<file path="config.mk">
export PLATFORM = sky130hd
export DESIGN_NAME = rc4_stream_xor_ctrl
export DESIGN_NICKNAME = d
export VERILOG_FILES = /design/src/rtl/rc4_pkg.sv /design/src/rtl/rc4_wdog_counter.sv /design/src/rtl/rc4_stream_xor_ctrl.sv
export SDC_FILE = /design/constraint.sdc
export NUM_CORES = 1
export LEC_CHECK = 0
export CAP_MARGIN = 20
export CORE_ASPECT_RATIO = 0.8
export CORE_MARGIN = 2
export CORE_UTILIZATION = 44
export CTS_BUF_LIST = sky130_fd_sc_hd__clkbuf_2
export CTS_CLUSTER_DIAMETER = 30
export CTS_CLUSTER_SIZE = 24
export DETAILED_ROUTE_END_ITERATION = 16
export GPL_TIMING_DRIVEN = 0
export PLACE_DENSITY = 0.83
export SYNTH_ARGS = -nofsm -noshare
export SYNTH_HDL_FRONTEND = slang
export SYNTH_SLANG_ARGS = --single-unit
</file>
<file path="constraint.sdc">
create_clock -name clk -period 2.8 [get_ports clk]
set_input_delay 0.7 -clock clk [delete_from_list [all_inputs] [get_ports clk]]
set_output_delay 0.7 -clock clk [all_outputs]
set_load 0.01 [all_outputs]
</file>
<file path="src/rtl/rc4_pkg.sv">
// rc4_pkg: shared types and widths for the RC4 keystream consumer.
//   rc4_xor_state_t : controller FSM states
//   RC4_KEY_W       : key width in bits
//   RC4_LEN_W       : message length / byte counter width in bits
//   cntWidth()      : counter width able to hold values 0..maxVal
package rc4_pkg;

    localparam int unsigned RC4_KEY_W = 32;
    localparam int unsigned RC4_LEN_W = 16;

    typedef enum logic [2:0] {
        ST_IDLE,
        ST_KSA_WAIT,
        ST_WAIT_DATA,
        ST_PRGA_REQ,
        ST_PRGA_WAIT,
        ST_OUT_HOLD,
        ST_DONE
    } rc4_xor_state_t;

    function automatic int unsigned cntWidth(input int unsigned maxVal);
        return (maxVal < 2) ? 1 : $clog2(maxVal + 1);
    endfunction

endpackage

</file>
<file path="src/rtl/rc4_wdog_counter.sv">
// rc4_wdog_counter: loadable down-counter used as a wait watchdog.
//   clk, n_rst : clock, synchronous active-low reset
//   load       : load loadVal (takes priority over counting)
//   loadVal    : value loaded; expiry comes loadVal+1 enabled cycles later
//   enable     : count down while high
//   expire     : high while enabled with the count exhausted
module rc4_wdog_counter #(
    parameter int unsigned WIDTH = 11
) (
    input  logic             clk,
    input  logic             n_rst,
    input  logic             load,
    input  logic [WIDTH-1:0] loadVal,
    input  logic             enable,
    output logic             expire
);

    logic [WIDTH-1:0] count;

    always_ff @(posedge clk) begin
        if (!n_rst) begin
            count <= '0;
        end else if (load) begin
            count <= loadVal;
        end else if (enable && (count != '0)) begin
            count <= count - WIDTH'(1);
        end
    end

    assign expire = enable && (count == '0);

endmodule

</file>
<file path="src/rtl/rc4_stream_xor_ctrl.sv">
// rc4_stream_xor_ctrl: drives the RC4 generator request side and XORs each
// returned keystream byte with one ciphertext byte to produce plaintext.
//   clk, n_rst            : clock, synchronous active-low reset
//   start_i               : start pulse (honoured only when idle)
//   rc4_key_i, msg_len_i  : key and byte count, latched on accepted start
//   genStateArr_o         : level request for state-array build
//   sarrGenerated_i       : state array ready
//   genVal_o              : one-cycle keystream byte request
//   valReady_i, keystream_i : keystream byte and its valid strobe
//   rc4_key_o             : latched key to the generator
//   cipher_i/_valid_i/_ready_o : ciphertext byte stream in
//   plain_o/_valid_o, plain_ready_i : plaintext byte stream out
//   busy_o, done_o, error_o : status (error is sticky until next start)
module rc4_stream_xor_ctrl
    import rc4_pkg::*;
#(
    parameter int unsigned KSA_TIMEOUT  = 2048,
    parameter int unsigned PRGA_TIMEOUT = 16
) (
    input  logic                 clk,
    input  logic                 n_rst,
    input  logic                 start_i,
    input  logic [RC4_KEY_W-1:0] rc4_key_i,
    input  logic [RC4_LEN_W-1:0] msg_len_i,
    output logic                 genStateArr_o,
    input  logic                 sarrGenerated_i,
    output logic                 genVal_o,
    input  logic                 valReady_i,
    input  logic [7:0]           keystream_i,
    output logic [RC4_KEY_W-1:0] rc4_key_o,
    input  logic [7:0]           cipher_i,
    input  logic                 cipher_valid_i,
    output logic                 cipher_ready_o,
    output logic [7:0]           plain_o,
    output logic                 plain_valid_o,
    input  logic                 plain_ready_i,
    output logic                 busy_o,
    output logic                 done_o,
    output logic                 error_o
);

    localparam int unsigned WDOG_MAX = (KSA_TIMEOUT > PRGA_TIMEOUT) ? KSA_TIMEOUT : PRGA_TIMEOUT;
    localparam int unsigned WDOG_W   = cntWidth(WDOG_MAX);
    // Loading TIMEOUT-1 makes expire fire on the TIMEOUT-th cycle in the wait state.
    localparam logic [WDOG_W-1:0] KSA_LOAD  = WDOG_W'(KSA_TIMEOUT - 1);
    localparam logic [WDOG_W-1:0] PRGA_LOAD = WDOG_W'(PRGA_TIMEOUT - 1);

    rc4_xor_state_t state, nextState;

    logic [RC4_LEN_W-1:0] msgLen;
    logic [RC4_LEN_W-1:0] byteCnt;
    logic [RC4_LEN_W:0]   cntPlusOne;
    logic [7:0]           cipherByte;

    logic              startAccept;
    logic              cipherAccept;
    logic              ksAccept;
    logic              outAccept;
    logic              setError;
    logic              wdogLoad;
    logic [WDOG_W-1:0] wdogLoadVal;
    logic              wdogEn;
    logic              wdogExpire;

    // Extra bit keeps counter+1 from wrapping when len is 65535.
    assign cntPlusOne = {1'b0, byteCnt} + (RC4_LEN_W + 1)'(1);

    // Kept outside the FSM block so expire does not feed back into it.
    assign wdogEn = (state == ST_KSA_WAIT) || (state == ST_PRGA_WAIT);

    rc4_wdog_counter #(
        .WIDTH(WDOG_W)
    ) uWdog (
        .clk     (clk),
        .n_rst   (n_rst),
        .load    (wdogLoad),
        .loadVal (wdogLoadVal),
        .enable  (wdogEn),
        .expire  (wdogExpire)
    );

    always_ff @(posedge clk) begin
        if (!n_rst) begin
            state <= ST_IDLE;
        end else begin
            state <= nextState;
        end
    end

    always_comb begin
        nextState      = state;
        genStateArr_o  = 1'b0;
        genVal_o       = 1'b0;
        cipher_ready_o = 1'b0;
        plain_valid_o  = 1'b0;
        done_o         = 1'b0;
        busy_o         = (state != ST_IDLE);
        startAccept    = 1'b0;
        cipherAccept   = 1'b0;
        ksAccept       = 1'b0;
        outAccept      = 1'b0;
        setError       = 1'b0;
        wdogLoad       = 1'b0;
        wdogLoadVal    = KSA_LOAD;

        case (state)
            ST_IDLE: begin
                if (start_i) begin
                    startAccept = 1'b1;
                    if (msg_len_i == '0) begin
                        nextState = ST_DONE;
                    end else begin
                        nextState   = ST_KSA_WAIT;
                        wdogLoad    = 1'b1;
                        wdogLoadVal = KSA_LOAD;
                    end
                end
            end
            ST_KSA_WAIT: begin
                genStateArr_o = 1'b1;
                // Ready is checked first so it wins over a same-cycle expiry.
                if (sarrGenerated_i) begin
                    nextState = ST_WAIT_DATA;
                end else if (wdogExpire) begin
                    setError  = 1'b1;
                    nextState = ST_IDLE;
                end
            end
            ST_WAIT_DATA: begin
                cipher_ready_o = 1'b1;
                if (cipher_valid_i) begin
                    cipherAccept = 1'b1;
                    nextState    = ST_PRGA_REQ;
                end
            end
            ST_PRGA_REQ: begin
                genVal_o    = 1'b1;
                wdogLoad    = 1'b1;
                wdogLoadVal = PRGA_LOAD;
                nextState   = ST_PRGA_WAIT;
            end
            ST_PRGA_WAIT: begin
                if (valReady_i) begin
                    ksAccept  = 1'b1;
                    nextState = ST_OUT_HOLD;
                end else if (wdogExpire) begin
                    setError  = 1'b1;
                    nextState = ST_IDLE;
                end
            end
            ST_OUT_HOLD: begin
                plain_valid_o = 1'b1;
                if (plain_ready_i) begin
                    outAccept = 1'b1;
                    nextState = (cntPlusOne == {1'b0, msgLen}) ? ST_DONE : ST_WAIT_DATA;
                end
            end
            ST_DONE: begin
                done_o    = 1'b1;
                nextState = ST_IDLE;
            end
            default: begin
                nextState = ST_IDLE;
            end
        endcase
    end

    always_ff @(posedge clk) begin
        if (!n_rst) begin
            rc4_key_o  <= '0;
            msgLen     <= '0;
            byteCnt    <= '0;
            cipherByte <= '0;
            plain_o    <= '0;
            error_o    <= 1'b0;
        end else begin
            if (startAccept) begin
                rc4_key_o <= rc4_key_i;
                msgLen    <= msg_len_i;
                byteCnt   <= '0;
                error_o   <= 1'b0;
            end
            if (setError) begin
                error_o <= 1'b1;
            end
            if (cipherAccept) begin
                cipherByte <= cipher_i;
            end
            if (ksAccept) begin
                plain_o <= cipherByte ^ keystream_i;
            end
            if (outAccept) begin
                byteCnt <= byteCnt + RC4_LEN_W'(1);
            end
        end
    end

endmodule

</file>
Word-level counts from Yosys, hierarchy flattened:

Index checks and enable logic that the tools add are counted.

* bits in registers: 96
* output and inout bits: 47
* logic and storage cells: 70

* $add $sub $neg: 3
* equality and inequality tests: 10
* muxes and demuxes: 36
* bitwise logic cells: 1
* reductions and logical operators: 12

Operators with widths (number)
* 2-to-1 mux 16 bit: 2
* 2-to-1 mux 12 bit: 2
* 2-to-1 mux 3 bit: 8
* 2-to-1 mux 1 bit: 20
* one-hot mux 3 bit (6 select lines): 1
* adder 16 x 1 -> 17 bit, second input constant: 1
* equality test 17 x 16 -> 1 bit: 1
* adder 16 x 1 -> 16 bit, second input constant: 1
* zero test 16 bit: 1
* zero test 12 bit: 1
* nonzero test 12 bit: 1
* subtractor 12 x 1 -> 12 bit, second input constant: 1
* 2-to-1 mux 11 bit: 1
* equality test 3 bit, second input constant: 3
* bitwise XOR 8 bit: 1
* equality test 3 x 2 -> 1 bit, second input constant: 2
* != test 2 bit, second input constant: 3
* nonzero test 2 bit: 3
* one-hot mux 1 bit (2 select lines): 2
* equality test 3 x 1 -> 1 bit, second input constant: 1
* zero test 3 bit: 1
* AND reduction 3 bit: 1
* nonzero test 3 bit: 1
* logical AND 1 bit: 2
* logical OR 1 bit: 1

Logic depth before layout (Yosys ltp):

* word-level depth: 7
* depth in mapped cells: 8
* mapped depth without buffers: 7

By module:

From an unflattened synthesis, not the netlist that was laid out.

* cell total of the unflattened synthesis: 629
* area total of the unflattened synthesis: 5008.6 sq um

By module, submodules not included
* rc4_stream_xor_ctrl: instances 1, cells each 516, area each 4146.5 sq um, seq. area each 1681.6 sq um
* rc4_wdog_counter: instances 1, cells each 113, area each 862.1 sq um, seq. area each 240.2 sq um

Least setup slack after synthesis:

No wires, ideal clock.

* kind: register to register
* start point: register byteCnt[1]
* end point: register state[2]
* setup time: 96 ps
* arrival time: 2122 ps
* data required time: 2704 ps
* slack: 582 ps
* stages on the path, launching flop included: 8
* buffers on the path: 0
* cell sequence: dfxtp_1 > ha_1 > nand3_1 > nor2_1 > nand3_1 > xnor2_1 > or4_4 > o41ai_2

* word-level cells in the longest chain between the ends: 5

Ends and longest elaborated chain
* start, declared: RTL line rc4_stream_xor_ctrl.sv:51 `logic [RC4_LEN_W-1:0] byteCnt;`
* start signal, assigned: RTL line rc4_stream_xor_ctrl.sv:193 `byteCnt <= byteCnt + RC4_LEN_W'(1);`
* adder 16 x 1 -> 17 bit: RTL line rc4_stream_xor_ctrl.sv:66 `assign cntPlusOne = {1'b0, byteCnt} + (RC4_LEN_W + 1)'(1);`
* equality test 17 x 16 -> 1 bit: RTL line rc4_stream_xor_ctrl.sv:155 `nextState = (cntPlusOne == {1'b0, msgLen}) ? ST_DONE : ST_WAIT_DATA;`
* 2-to-1 mux 3 bit: RTL line rc4_stream_xor_ctrl.sv:155
* 2-to-1 mux 3 bit: RTL line rc4_stream_xor_ctrl.sv:153 `if (plain_ready_i) begin`
* one-hot mux 3 bit (6 select lines): RTL line rc4_stream_xor_ctrl.sv:106 `case (state)`
* end signal, assigned: RTL line rc4_stream_xor_ctrl.sv:86 `state <= nextState;`
* end, declared: RTL line rc4_stream_xor_ctrl.sv:48 `rc4_xor_state_t state, nextState;`

No other way between the ends. The select of a mux whose other input is x is not followed.
A chain may end at the register's enable or synchronous reset.

Final worst setup path:

* start point: register state[0]
* end point: output cipher_ready_o

* word-level cells in the longest chain between the ends: 2

Ends and longest elaborated chain
* equality test 3 x 2 -> 1 bit: RTL line rc4_stream_xor_ctrl.sv:106
* 2-to-1 mux 1 bit: RTL line rc4_stream_xor_ctrl.sv:106
* end, declared: RTL line rc4_stream_xor_ctrl.sv:33 `output logic cipher_ready_o,`

No other way between the ends.

==> metrics.cfg <==
[outcome]
status=complete, no violations

[sta]
worst_pin_slew_ns=0.648
fin_worst_skew_ns=0.0291
period_needed_ns=2.77
max_freq_mhz=361
slew_violations=0
timing.final.ws_setup_ns=0.0309
finalHoldViolCount=0
setup_viol=0
holdWs_ns=0.481
rsz0062_at_grt=true
slew_headroom=0.568
setup_tns_ns=0
post-route-period-util=0.989

[final_layout]
drive_above_1_share=0.0497
layout_commonest_cell=nand2_1
multi_input_area_um2=2590
final_area_um2=6180
syn_to_final_growth_pct=31.3
most-common-layout-cells=126 x nand2_1, 115 x clkdlybuf4s50_1, 95 x dfxtp_1, 55 x a21boi_0, 29 x clkbuf_1
regArea_um2=1920
antenna_cells=0
fin_nets=774
fillCellCount=909

[routing]
num_vias=4585
viasPerCell=5.43
wirelength_um=13100
dr.pass1.iters=5
drt_iter0_drc=333
drc=0
ant_nets=0
wl_per_cell_um=15.6

[synthesis]
avgSynthCellArea_um2=8.21
yosys.area.top_type=dfxtp_1
synth_nets=647
yosysWarningCount=0
postSynth.asyncResetShare=0
synth_seq_cells=96
synth.distinct_cells=52
ys_seq_area_frac=0.409
synthCells=573
synth_edf_count=0
synth.area.top_cells=dfxtp_1 41%, nand2_1 10%, a21boi_0 8.8%
ys.flop_type=dfxtp_1
synth.top_cell.area_share=0.409
netlist_area_um2=4700

[global_routing]
groute.usage.overall=0.233
grt_pass1_vias=4481
gr-total-overflow=0
antenna_found_initial=0
grt_max_degree=17
grt_first_pass_wirelength_um=21500

[critical_path]
crit_required_ns=2.10
critPathSlowestCell=clkdlybuf4s50_1
critical_path_class=reg2out
worstPathCellList=clkbuf_2 -> nand2b_1 -> nor2_1 -> clkdlybuf4s50_1
endpoint_kind=primary output
reg2reg_slack_ns=0.19
critPathBufInv=2
crit_arrival_ns=2.07
timing.rr.start=byteCnt[1]
slowest_delay_ns=0.56
rr_endpoint=state[2]
cp-startpoint=state[0]
path_max_fanout=10
crit_family=buffers and inverters
critPathLaunchType=register
ff2ff_path_depth=7

[floorplan]
die_w_um=120
die-area_um2=11500
pin_count=118
start_util=0.456
core_um2=10300
die_y_um=96.5
rows=33

[job]
maxCapViolCount=0

[placement]
dpl-instance-area_um2=6040
dp_slack_ns=-0.472
place_congestion=0.942
io_buffers=116
hpwl_um=9990

[power_and_ir_drop]
vdd_drop_max_mv=0.324
powerDensity_nw_per_um2=498
p_leak_nw=2.28

[clocking]
clk_latency_ns=0.60
cts_hold_buf=0
root_buffer=clkbuf_2
clk_pin_slew_ns=0.26
cts_tree=built
h-tree-depth=3
cts.sink_count=96
cts_buffers=9
clock_path_buffers=2

[min_path]
min_to=rc4_key_o[0]
hp-class=reg2reg
worstHoldStart=rc4_key_o[0]
whs_path_depth=2

## what timing repair did
action / CTS / global route
gates resized for setup: 4 / 7
setup buffers: 0 / 0
endpoints found under the setup margin: 4 / 6
## flip-flops by register name, indices dropped and copies added, names as in the netlist
name / count
msgLen: 16
byteCnt: 16
uWdog.count: 12
plain_o: 8
state: 3
error_o: 1
rc4_key_o: 32
cipherByte: 8
## worst min-delay path: stages, from the launching register on
cell and delay (ns):
dfxtp_1 0.37, nand2_1 0.05, a21boi_0 0.06
## routing by layer
layer  track usage  routed length, um  share of wire  vias up
met5             0                  0              0        -
li1              -                  -              -     2231
met4        0.0608                185          0.014        0
met2         0.407               6340           0.48      174
met3        0.0839               1200          0.092       21
met1         0.274               5410           0.41     2159
## cell usage after synthesis, drive strengths merged, types with 3 or more instances
cell type and number:
and3b 3, a31oi 5, buf 5, a211o 3
and3 3, xnor2 26, and2 11, nand4 12
nor2 20, mux2i 9, o211ai 3, nand3 12
nor4 9, a21oi 24, xor2 8, or4 4
a21boi 55, nor2b 18, or3 4, o21ai 16
nand2 126, clkbuf 32, o21a 3, nand2b 4
a21o 3, nor3 16, dfxtp 96, inv 10
o211a 8, ha 3
## through the flow
stage	utilization	cells	power (mW)
floorplan	-	573	2.04
global placement	0.585	829	2.35
detailed placement	0.585	829	2.39
CTS	0.596	844	3.07
global route	0.598	844	3.23
finish	0.598	844	3.07
## power breakdown
part	total, mW	internal (mW)	switching [mW]
Combinational	0.803	0.388	0.415
Sequential	1.57	1.48	0.0913
Clock	0.698	0.206	0.491
## how the worst max path moves through the flow
| stage | to | depth (start not counted) |
|---|---|---|
| after floorplan | state[2] | 7 |
| after global routing | cipher_ready_o | 4 |
| after detailed placement | uWdog.count[10] | 7 |
| final | cipher_ready_o | 4 |
| after global placement | uWdog.count[10] | 7 |
| after CTS | done_o | 4 |
## cells by family (layout without fill, tap and decap cells)
logic type      count (synthesis)  after routing  share of synthesized area
xor+xnor                       34             34                     0.0649
mux                             9              9                     0.0192
simple gates                  250            250                      0.255
flops                          96             96                      0.409
buf+inv                        47            178                     0.0434
compound gates                134            134                      0.201
fa+ha+maj                       3              3                    0.00798
## area by class of cell
cell class | instances | area share
inverter | 10 | 0.00608
timing repair buffer | 116 | 0.188
buffer | 37 | 0.0280
sequential | 96 | 0.311
tap | 140 | 0.0284
multi-input combinational | 430 | 0.419
clock inverter | 6 | 0.0111
clock buffer | 9 | 0.00729
No activity file was read; power rests on OpenSTA's default activity.
